--- src/rtl/ps2_kbrd_rx_pkg.sv ---
// Shared definitions for the PS/2 keyboard receiver.
//   ps2_state_e  : deframing FSM states
//   START_BIT    : level of a valid start bit
//   STOP_BIT     : level of a valid stop bit
//   NDATA        : data bits per frame
//   frame_ok_par : odd-parity check over data byte plus parity bit
package ps2_kbrd_rx_pkg;

  typedef enum logic [1:0] {
    ST_IDLE   = 2'd0,
    ST_SHIFT  = 2'd1,
    ST_PARITY = 2'd2,
    ST_STOP   = 2'd3
  } ps2_state_e;

  localparam logic        START_BIT = 1'b0;
  localparam logic        STOP_BIT  = 1'b1;
  localparam int unsigned NDATA     = 8;

  // Odd parity: data bits plus parity bit must contain an odd number of ones.
  function automatic logic frame_ok_par(input logic [7:0] data, input logic par);
    return ^{data, par};
  endfunction

endpackage

--- src/rtl/ps2_kbrd_rx_filter.sv ---
// Input conditioning for one PS/2 pin.
//   clk_i  : system clock
//   rst_i  : asynchronous active-high reset (presets the filtered level to 1)
//   pin_i  : raw asynchronous pin
//   filt_o : deglitched level, changes after FILTER_LEN identical synced samples
//   fe_o   : one-cycle strobe on a filtered 1->0 transition
module ps2_kbrd_rx_filter #(
  parameter int unsigned FILTER_LEN = 8
) (
  input  logic clk_i,
  input  logic rst_i,
  input  logic pin_i,
  output logic filt_o,
  output logic fe_o
);

  localparam int unsigned CW = $clog2(FILTER_LEN + 1);
  localparam logic [CW-1:0] CNT_LAST = CW'(FILTER_LEN - 1);

  logic [1:0]    sync_q;
  logic          filt_q, filt_d;
  logic          prev_q;
  logic [CW-1:0] cnt_q, cnt_d;

  // The counter tracks how many consecutive synced samples have disagreed
  // with the filtered level; any agreeing sample restarts it.
  always_comb begin
    filt_d = filt_q;
    cnt_d  = '0;
    if (sync_q[1] != filt_q) begin
      if (cnt_q == CNT_LAST) begin
        filt_d = sync_q[1];
      end else begin
        cnt_d = cnt_q + CW'(1);
      end
    end
  end

  always_ff @(posedge clk_i or posedge rst_i) begin
    if (rst_i) begin
      sync_q <= '1;
      filt_q <= 1'b1;
      prev_q <= 1'b1;
      cnt_q  <= '0;
    end else begin
      sync_q <= {sync_q[0], pin_i};
      filt_q <= filt_d;
      prev_q <= filt_q;
      cnt_q  <= cnt_d;
    end
  end

  assign filt_o = filt_q;
  assign fe_o   = prev_q & ~filt_q;

endmodule

--- src/rtl/ps2_kbrd_rx.sv ---
// PS/2 keyboard receiver feeding scan codes to the picoBlaze.
//   clk, reset               : 100MHz system clock, async active-high reset
//   keyb_clk_in/keyb_data_in : raw PS/2 pins
//   int_ack                  : interrupt acknowledge from the CPU
//   err_clr                  : clears the sticky error flags (set wins)
//   data_out                 : last good scan code
//   interrupt                : new scan code available
//   parity_err/frame_err     : sticky frame rejection flags
//   overrun                  : sticky, good byte arrived while interrupt high
module ps2_kbrd_rx
  import ps2_kbrd_rx_pkg::*;
#(
  parameter int unsigned FILTER_LEN = 8,
  parameter int unsigned TIMEOUT    = 20000,
  parameter int unsigned INT_PULSE  = 64
) (
  input  logic       clk,
  input  logic       reset,
  input  logic       keyb_clk_in,
  input  logic       keyb_data_in,
  input  logic       int_ack,
  input  logic       err_clr,
  output logic [7:0] data_out,
  output logic       interrupt,
  output logic       parity_err,
  output logic       frame_err,
  output logic       overrun
);

  localparam int unsigned TW = $clog2(TIMEOUT + 1);
  localparam int unsigned IW = $clog2(INT_PULSE + 1);
  localparam logic [TW-1:0] TMO_LIM  = TW'(TIMEOUT);
  localparam logic [IW-1:0] INT_LAST = IW'(INT_PULSE - 1);
  localparam logic [2:0]    BIT_LAST = 3'(NDATA - 1);

  logic fe;
  logic dat;
  logic kclk_filt_unused;
  logic dat_fe_unused;

  ps2_kbrd_rx_filter #(.FILTER_LEN(FILTER_LEN)) u_clk_filt (
    .clk_i (clk),
    .rst_i (reset),
    .pin_i (keyb_clk_in),
    .filt_o(kclk_filt_unused),
    .fe_o  (fe)
  );

  ps2_kbrd_rx_filter #(.FILTER_LEN(FILTER_LEN)) u_dat_filt (
    .clk_i (clk),
    .rst_i (reset),
    .pin_i (keyb_data_in),
    .filt_o(dat),
    .fe_o  (dat_fe_unused)
  );

  ps2_state_e    state_q, state_d;
  logic [7:0]    sr_q, sr_d;
  logic [2:0]    bitcnt_q, bitcnt_d;
  logic          par_q, par_d;
  logic [TW-1:0] tmo_q, tmo_d;
  logic [IW-1:0] icnt_q, icnt_d;
  logic [7:0]    data_q, data_d;
  logic          int_q, int_d;
  logic          perr_q, perr_d;
  logic          ferr_q, ferr_d;
  logic          ovr_q, ovr_d;
  logic          good_byte, perr_set, ferr_set;

  always_comb begin
    state_d   = state_q;
    sr_d      = sr_q;
    bitcnt_d  = bitcnt_q;
    par_d     = par_q;
    tmo_d     = '0;
    good_byte = 1'b0;
    perr_set  = 1'b0;
    ferr_set  = 1'b0;

    if (state_q == ST_IDLE) begin
      if (fe && dat == START_BIT) begin
        state_d  = ST_SHIFT;
        bitcnt_d = '0;
      end
    end else if (fe) begin
      case (state_q)
        ST_SHIFT: begin
          sr_d = {dat, sr_q[7:1]};
          if (bitcnt_q == BIT_LAST) begin
            state_d = ST_PARITY;
          end else begin
            bitcnt_d = bitcnt_q + 3'd1;
          end
        end
        ST_PARITY: begin
          par_d   = dat;
          state_d = ST_STOP;
        end
        default: begin
          state_d = ST_IDLE;
          if (dat != STOP_BIT) begin
            ferr_set = 1'b1;
          end else if (!frame_ok_par(sr_q, par_q)) begin
            perr_set = 1'b1;
          end else begin
            good_byte = 1'b1;
          end
        end
      endcase
    end else if (tmo_q == TMO_LIM) begin
      ferr_set = 1'b1;
      state_d  = ST_IDLE;
    end else begin
      tmo_d = tmo_q + TW'(1);
    end
  end

  // A new byte takes priority over both acknowledge and pulse expiry, so the
  // interrupt stays high and its duration restarts.
  always_comb begin
    data_d = data_q;
    int_d  = int_q;
    icnt_d = icnt_q;
    ovr_d  = ovr_q & ~err_clr;
    if (good_byte) begin
      data_d = sr_q;
      int_d  = 1'b1;
      icnt_d = '0;
      if (int_q) ovr_d = 1'b1;
    end else if (int_q) begin
      if (int_ack || icnt_q == INT_LAST) begin
        int_d  = 1'b0;
        icnt_d = '0;
      end else begin
        icnt_d = icnt_q + IW'(1);
      end
    end
    perr_d = perr_set | (perr_q & ~err_clr);
    ferr_d = ferr_set | (ferr_q & ~err_clr);
  end

  always_ff @(posedge clk or posedge reset) begin
    if (reset) begin
      state_q  <= ST_IDLE;
      sr_q     <= '0;
      bitcnt_q <= '0;
      par_q    <= 1'b0;
      tmo_q    <= '0;
      icnt_q   <= '0;
      data_q   <= '0;
      int_q    <= 1'b0;
      perr_q   <= 1'b0;
      ferr_q   <= 1'b0;
      ovr_q    <= 1'b0;
    end else begin
      state_q  <= state_d;
      sr_q     <= sr_d;
      bitcnt_q <= bitcnt_d;
      par_q    <= par_d;
      tmo_q    <= tmo_d;
      icnt_q   <= icnt_d;
      data_q   <= data_d;
      int_q    <= int_d;
      perr_q   <= perr_d;
      ferr_q   <= ferr_d;
      ovr_q    <= ovr_d;
    end
  end

  assign data_out   = data_q;
  assign interrupt  = int_q;
  assign parity_err = perr_q;
  assign frame_err  = ferr_q;
  assign overrun    = ovr_q;

endmodule

--- config.mk ---
export PLATFORM = sky130hd
export DESIGN_NAME = ps2_kbrd_rx
export DESIGN_NICKNAME = d
export VERILOG_FILES = /design/src/rtl/ps2_kbrd_rx_pkg.sv /design/src/rtl/ps2_kbrd_rx_filter.sv /design/src/rtl/ps2_kbrd_rx.sv
export SDC_FILE = /design/constraint.sdc
export NUM_CORES = 1
export LEC_CHECK = 0
export ABC_AREA = 1
export CORE_MARGIN = 3
export CORE_UTILIZATION = 59
export DETAILED_ROUTE_END_ITERATION = 10
export PLACE_DENSITY = 0.82
export RECOVER_POWER = 25
export SLEW_MARGIN = 20
export SYNTH_ARGS = -nofsm -noshare
export SYNTH_HDL_FRONTEND = slang
export SYNTH_SLANG_ARGS = --single-unit
--- constraint.sdc ---
create_clock -name clk -period 2.1 [get_ports clk]
set_input_delay 0.315 -clock clk [delete_from_list [all_inputs] [get_ports clk]]
set_output_delay 0.315 -clock clk [all_outputs]
set_load 0.005 [all_outputs]
Yosys cells after proc, flatten, opt, wreduce, memory -nomap -nowiden
Index checks and enable logic that the tools add are counted.
{"block": "op_classes", "n_eq_ne": 12, "n_addsub": 5, "bitwise": 10, "n_reduce_logical": 15, "n_mul": 0, "shifts": 0, "div": 0, "muxes": 41, "n_lt_le_gt_ge": 0}
{"operator": "$mux W15", "n": 3}
{"operator": "$mux W7", "n": 3}
{"operator": "$mux W1", "n": 20}
{"operator": "$mux W4", "n": 4}
{"operator": "$add A15 B1 Y15 const B", "n": 1}
{"operator": "$eq A15 B15 Y1 const B", "n": 1}
{"operator": "$mux W3", "n": 5}
{"operator": "$mux W2", "n": 5}
{"operator": "$reduce_and A3 Y1", "n": 3}
{"operator": "$reduce_xor A9 Y1", "n": 1}
{"operator": "$add A4 B1 Y4 const B", "n": 2}
{"operator": "$eq A4 B3 Y1 const B", "n": 2}
{"operator": "$add A7 B1 Y7 const B", "n": 1}
{"operator": "$eq A7 B6 Y1 const B", "n": 1}
{"operator": "$reduce_bool A2 Y1", "n": 3}
{"operator": "$and A1 B1 Y1", "n": 4}
{"operator": "$ne A4 B4 Y1 const B", "n": 1}
{"operator": "$not A1 Y1", "n": 4}
{"operator": "$pmux W2 S2", "n": 1}
{"operator": "$reduce_and A2 Y1", "n": 2}
{"operator": "$reduce_and A4 Y1", "n": 1}
{"operator": "$add A3 B1 Y3 const B", "n": 1}
{"operator": "$eq A3 B3 Y1 const B", "n": 1}
{"operator": "$reduce_bool A3 Y1", "n": 1}
{"operator": "other kinds (10)", "n": 12}
{"block": "word_totals", "ram_bits": 0, "latchBits": 0, "mem_bits_ro": 0, "word_cells": 101, "mem_count": 0, "reg_bits": 63, "inputBits": 6, "output_inout_bits": 12}

Logic depth before layout (Yosys ltp)
{"block": "depth", "word_depth": 7, "ltp_mapped": 11, "depth_no_buf": 11}

By module
From an unflattened synthesis, not the netlist that was laid out.
{"block": "hier_totals", "cells_unflattened": 408, "area_unflattened_um2": 3261.9}
{"module": "ps2_kbrd_rx", "seq_area_each_um2": 1201.2, "n_inst": 1, "area_each_um2": 2623.8, "cells_per_inst": 342}
{"module": "ps2_kbrd_rx_filter", "seq_area_each_um2": 205.2, "n_inst": 2, "area_each_um2": 319.1, "cells_per_inst": 33}

Least setup slack after synthesis
No wires, ideal clock.
{"block": "synth_path", "path_type": "register to register", "from": "register state_q[0]", "to": "register data_q[0] (netlist: data_out[0])", "t_arrival_ns": 1.395, "setup_ns": 0.115, "stages_incl_launch_ff": 10, "slack_ns": 0.590, "synth_period_minus_slack_ns": 1.510, "path_buffers": 1, "cell_sequence": "dfrtp_1 -> inv_1 -> ha_1 -> inv_1 -> nand2_4 -> nor3_4 -> nand3_4 -> buf_12 -> nand2_2 -> nand2_2"}
{"block": "synth_via", "elab_chain_cells": 5, "elab_cells_between_ends": 7}
{"element": "start: declaration", "line": "ps2_kbrd_rx.sv:57", "source": "ps2_state_e state_q, state_d;"}
{"element": "start signal: assignment", "line": "ps2_kbrd_rx.sv:156", "source": "state_q <= state_d;"}
{"element": "$eq A2 B2 Y1 / $eq A2 B1 Y1 (equally long branches)", "line": "ps2_kbrd_rx.sv:86", "source": "case (state_q)"}
{"element": "$reduce_or A2 Y1 (no source line)"}
{"element": "$mux W1", "line": "ps2_kbrd_rx.sv:86"}
{"element": "$mux W1", "line": "ps2_kbrd_rx.sv:85", "source": "end else if (fe) begin"}
{"element": "$mux W1 (*)", "line": "ps2_kbrd_rx.sv:80", "source": "if (state_q == ST_IDLE) begin"}
{"element": "end signal: assignment", "line": "ps2_kbrd_rx.sv:162", "source": "data_q <= data_d;"}
{"element": "end: declaration", "line": "ps2_kbrd_rx.sv:63", "source": "logic [7:0] data_q, data_d;"}
Mark *: on every way between the ends. The rest lies on a longest branch, timed or not.
A chain may end at the register's enable or synchronous reset.

Final worst setup path
{"block": "layout_path", "from": "register icnt_q[0]", "to": "register icnt_q[2]"}
{"block": "layout_via", "elab_chain_cells": 5, "elab_cells_between_ends": 6}
{"element": "start: declaration", "line": "ps2_kbrd_rx.sv:62", "source": "logic [IW-1:0] icnt_q, icnt_d;"}
{"element": "start signal: assignment", "line": "ps2_kbrd_rx.sv:161", "source": "icnt_q <= icnt_d;"}
{"element": "parallel branches: the longest is 2 deep, another holds $add A7 B1 Y7"}
{"element": "$mux W7 (*)", "line": "ps2_kbrd_rx.sv:131", "source": "if (int_ack || icnt_q == INT_LAST) begin"}
{"element": "$mux W7 (*)", "line": "ps2_kbrd_rx.sv:130", "source": "end else if (int_q) begin"}
{"element": "$mux W7 (*)", "line": "ps2_kbrd_rx.sv:125", "source": "if (good_byte) begin"}
Every way passes the cells marked *. The select of a mux whose other input is x is not followed.

==> results.json <==
{
  "hold_path_class": "flip-flop to flip-flop",
  "hold_buffers": 0,
  "synth_area_per_cell_um2": 8.46,
  "ys_types": 37,
  "dpl_worst_slack_ps": 421,
  "cts.sinks": 63,
  "portBuffers": 17,
  "synth_fa_ha_area_frac": 0.0389,
  "drtPass1Iterations": 5,
  "synth_area_um2": 3210,
  "grt_use_total": 0.199,
  "fill_cells": 391,
  "cts_setup_buffers": 0,
  "leakage_nw": 1.83,
  "slew-limit-headroom": 0.480,
  "synth_compound_area_frac": 0.0588,
  "synth_xor_area_frac": 0.0191,
  "cp.arrival_ps": 2010,
  "htreeDepth": 3,
  "grt_max_degree": 23,
  "dp_hpwl_mm": 4.05,
  "layout_min_cycle_time_ps": 1730,
  "worst_slack_ps": 367,
  "rsz0062_at_grt": "no",
  "timing.final.crit_share": 0.825,
  "clock_power_share": 0.275,
  "max_freq_mhz": 577,
  "start_util": 0.621,
  "worst_path_dominant_cell_family": "simple AND/OR/NAND/NOR gates",
  "seq_area_frac_synth": 0.493,
  "drtIter0Drc": 97,
  "synth_mux_area_frac": 0.00662,
  "worst_pin_slew_ps": 780,
  "slew_viol_final": 0,
  "area_growth_pct": 13.1,
  "worstSkewPairLatency_ps": 340,
  "crit_path_end_kind": "flip-flop",
  "wl_per_cell_um": 11.5,
  "first_global_vias": 2278,
  "cpMostUsedCell": "nor2_1",
  "core-area_um2": 5170,
  "clk_path_buf_depth": 2,
  "via_count": 2429,
  "synth_top_family_by_area": "simple AND/OR/NAND/NOR gates",
  "synth_flop_cell": "dfrtp_1",
  "antenna_found_initial": 0,
  "worstPathCellList": "ha_1 > nand3_1 > nor2_1 > nand2_1 > nor2_1 > nor2_1 > inv_1 > o21ai_0 > nand2_2 > inv_2",
  "yosys.area.top_type": "dfrtp_1",
  "hold_viol": 0,
  "cp_num_buf_inv": 2,
  "path_max_fanout": 5,
  "cts_buffers": 9,
  "synth-edff-count": 0,
  "crit_required_ps": 2380,
  "syn_inst": 380,
  "setup_viol_count_final": 0,
  "post_cts_resized": 0,
  "gp_congestion": 0.838,
  "wirelength_mm": 5.56,
  "fin_tns_setup_ps": 0,
  "cpPeakStageDelay_ps": 420,
  "ant_nets": 0,
  "p_int_mw": 2.20,
  "synth_top_area_frac": 0.436,
  "synth-simple-area-share": 0.306,
  "synth_common_cells": "nand2_1 (98), dfrtp_1 (56), inv_1 (42)",
  "async_reset_ff_frac": 1.00,
  "drc": 0,
  "die_h_um": 79.8,
  "drive_gt1_frac": 0.174,
  "grt_pass1_wl_mm": 9.74,
  "ios": 18,
  "crit_slowest_cell": "dfrtp_1",
  "maxCapViolCount": 0,
  "synth.area.top_cells": "dfrtp_1 (44%), nand2_1 (11%), dfstp_2 (5.7%)",
  "crit_path_start_kind": "flip-flop",
  "cts_root_buf": "clkbuf_8",
  "powerDensity_nw_per_um2": 939,
  "ir_drop_mv": 0.680,
  "p_sw_frac": 0.354,
  "nNetsFinal": 424,
  "cts_tree": "yes",
  "grt-ovfl-total": 0,
  "crit_type": "flip-flop to flip-flop",
  "switchingPower_mw": 1.21,
  "power_frac_seq": 0.450,
  "pwr-share-comb": 0.275,
  "fin_worst_skew_ps": 5.22,
  "diodes": 0,
  "yosys_warnings": 0,
  "viasPerCell": 5.03,
  "syn_nets": 396,
  "run_status": "finished clean",
  "ys_seq_elements": 63,
  "die_w_um": 79.8,
  "rows": 26,
  "die_area_um2": 6370,
  "yosysMostFrequentCell": "nand2_1",
  "holdWs_ps": 357,
  "clkSlewWorstSetupHoldPaths_ps": 60
}
## per-layer routing
layer  global-route usage  vias to the layer above  wire [µm]
met1                0.241                     1114       2530
met2                0.331                       47       2690
met5                    0                        -          0
li1                     -                     1256          -
met3               0.0418                       12        196
met4                0.108                        0        139
## cell type report
type	instances	area, µm²	share of cell area
inverters	55	206	0.0568
multi-input cells	258	1380	0.380
flip-flops and latches	63	1590	0.436
well taps	70	87.6	0.0241
clock buffers	13	159	0.0437
repair buffers	21	198	0.0544
clock inverters	3	17.5	0.00482
## logic make-up after synthesis
kind of cell | Yosys count
fa+ha+maj | 10
flops | 63
buf+inv | 59
xor+xnor | 7
compound gates | 34
simple gates | 205
mux | 2
## power groups by stage
stage / registers (mW) / clock network (mW) / logic, mW
after global placement: 1.55 / 0 / 0.919
after global routing: 1.56 / 1.01 / 1.09
final: 1.53 / 0.937 / 0.940
after floorplan: 1.53 / 0 / 0.793
after detailed placement: 1.56 / 0 / 0.944
after CTS: 1.54 / 0.955 / 0.956
## final timing paths
check | end | slack (ps) | cells past startpoint | start
worst max-delay path | icnt_q[2] | 370 | 10 | icnt_q[0]
worst min-delay path | u_clk_filt.sync_q[1] | 360 | 0 | u_clk_filt.sync_q[0]
worst max register to register | icnt_q[2] | 370 | 10 | icnt_q[0]
worst min register to register | u_clk_filt.sync_q[1] | 360 | 0 | u_clk_filt.sync_q[0]
max in group asynchronous | u_dat_filt.sync_q[1] | 570 | 3 | reset
min in group asynchronous | tmo_q[14] | 550 | 2 | reset
## metrics by stage
step           utilization  area (µm²)  instances  power (mW)
3_5_place_dp         0.671        3470        467        2.50
6_report             0.702        3630        483        3.41
2_1_floorplan            -        3210        380        2.32
4_1_cts              0.705        3650        483        3.45
5_1_grt              0.702        3630        483        3.65
3_3_place_gp         0.671        3470        467        2.47
## state kept, by name, summed over array words and instances, names as in the netlist, 2 cells and up
register,cells
bitcnt_q,3
data_out,8
u_dat_filt.cnt_q,4
u_clk_filt.cnt_q,4
u_clk_filt.sync_q,2
state_q,2
icnt_q,7
tmo_q,15
sr_q,8
u_dat_filt.sync_q,2
## layout by cell type (no fill, tap or decap), drive strengths merged, types with 4 or more instances in the layout
| cell | count |
|---|---|
| a21oi | 11 |
| clkbuf | 14 |
| clkdlybuf4s50 | 14 |
| dfrtp | 56 |
| dfstp | 7 |
| ha | 10 |
| inv | 55 |
| nand2 | 119 |
| nand3 | 37 |
| nor2 | 38 |
| nor3 | 4 |
| o21ai | 16 |
| xnor2 | 5 |
Note: power is estimated with default switching activity, not from simulation.
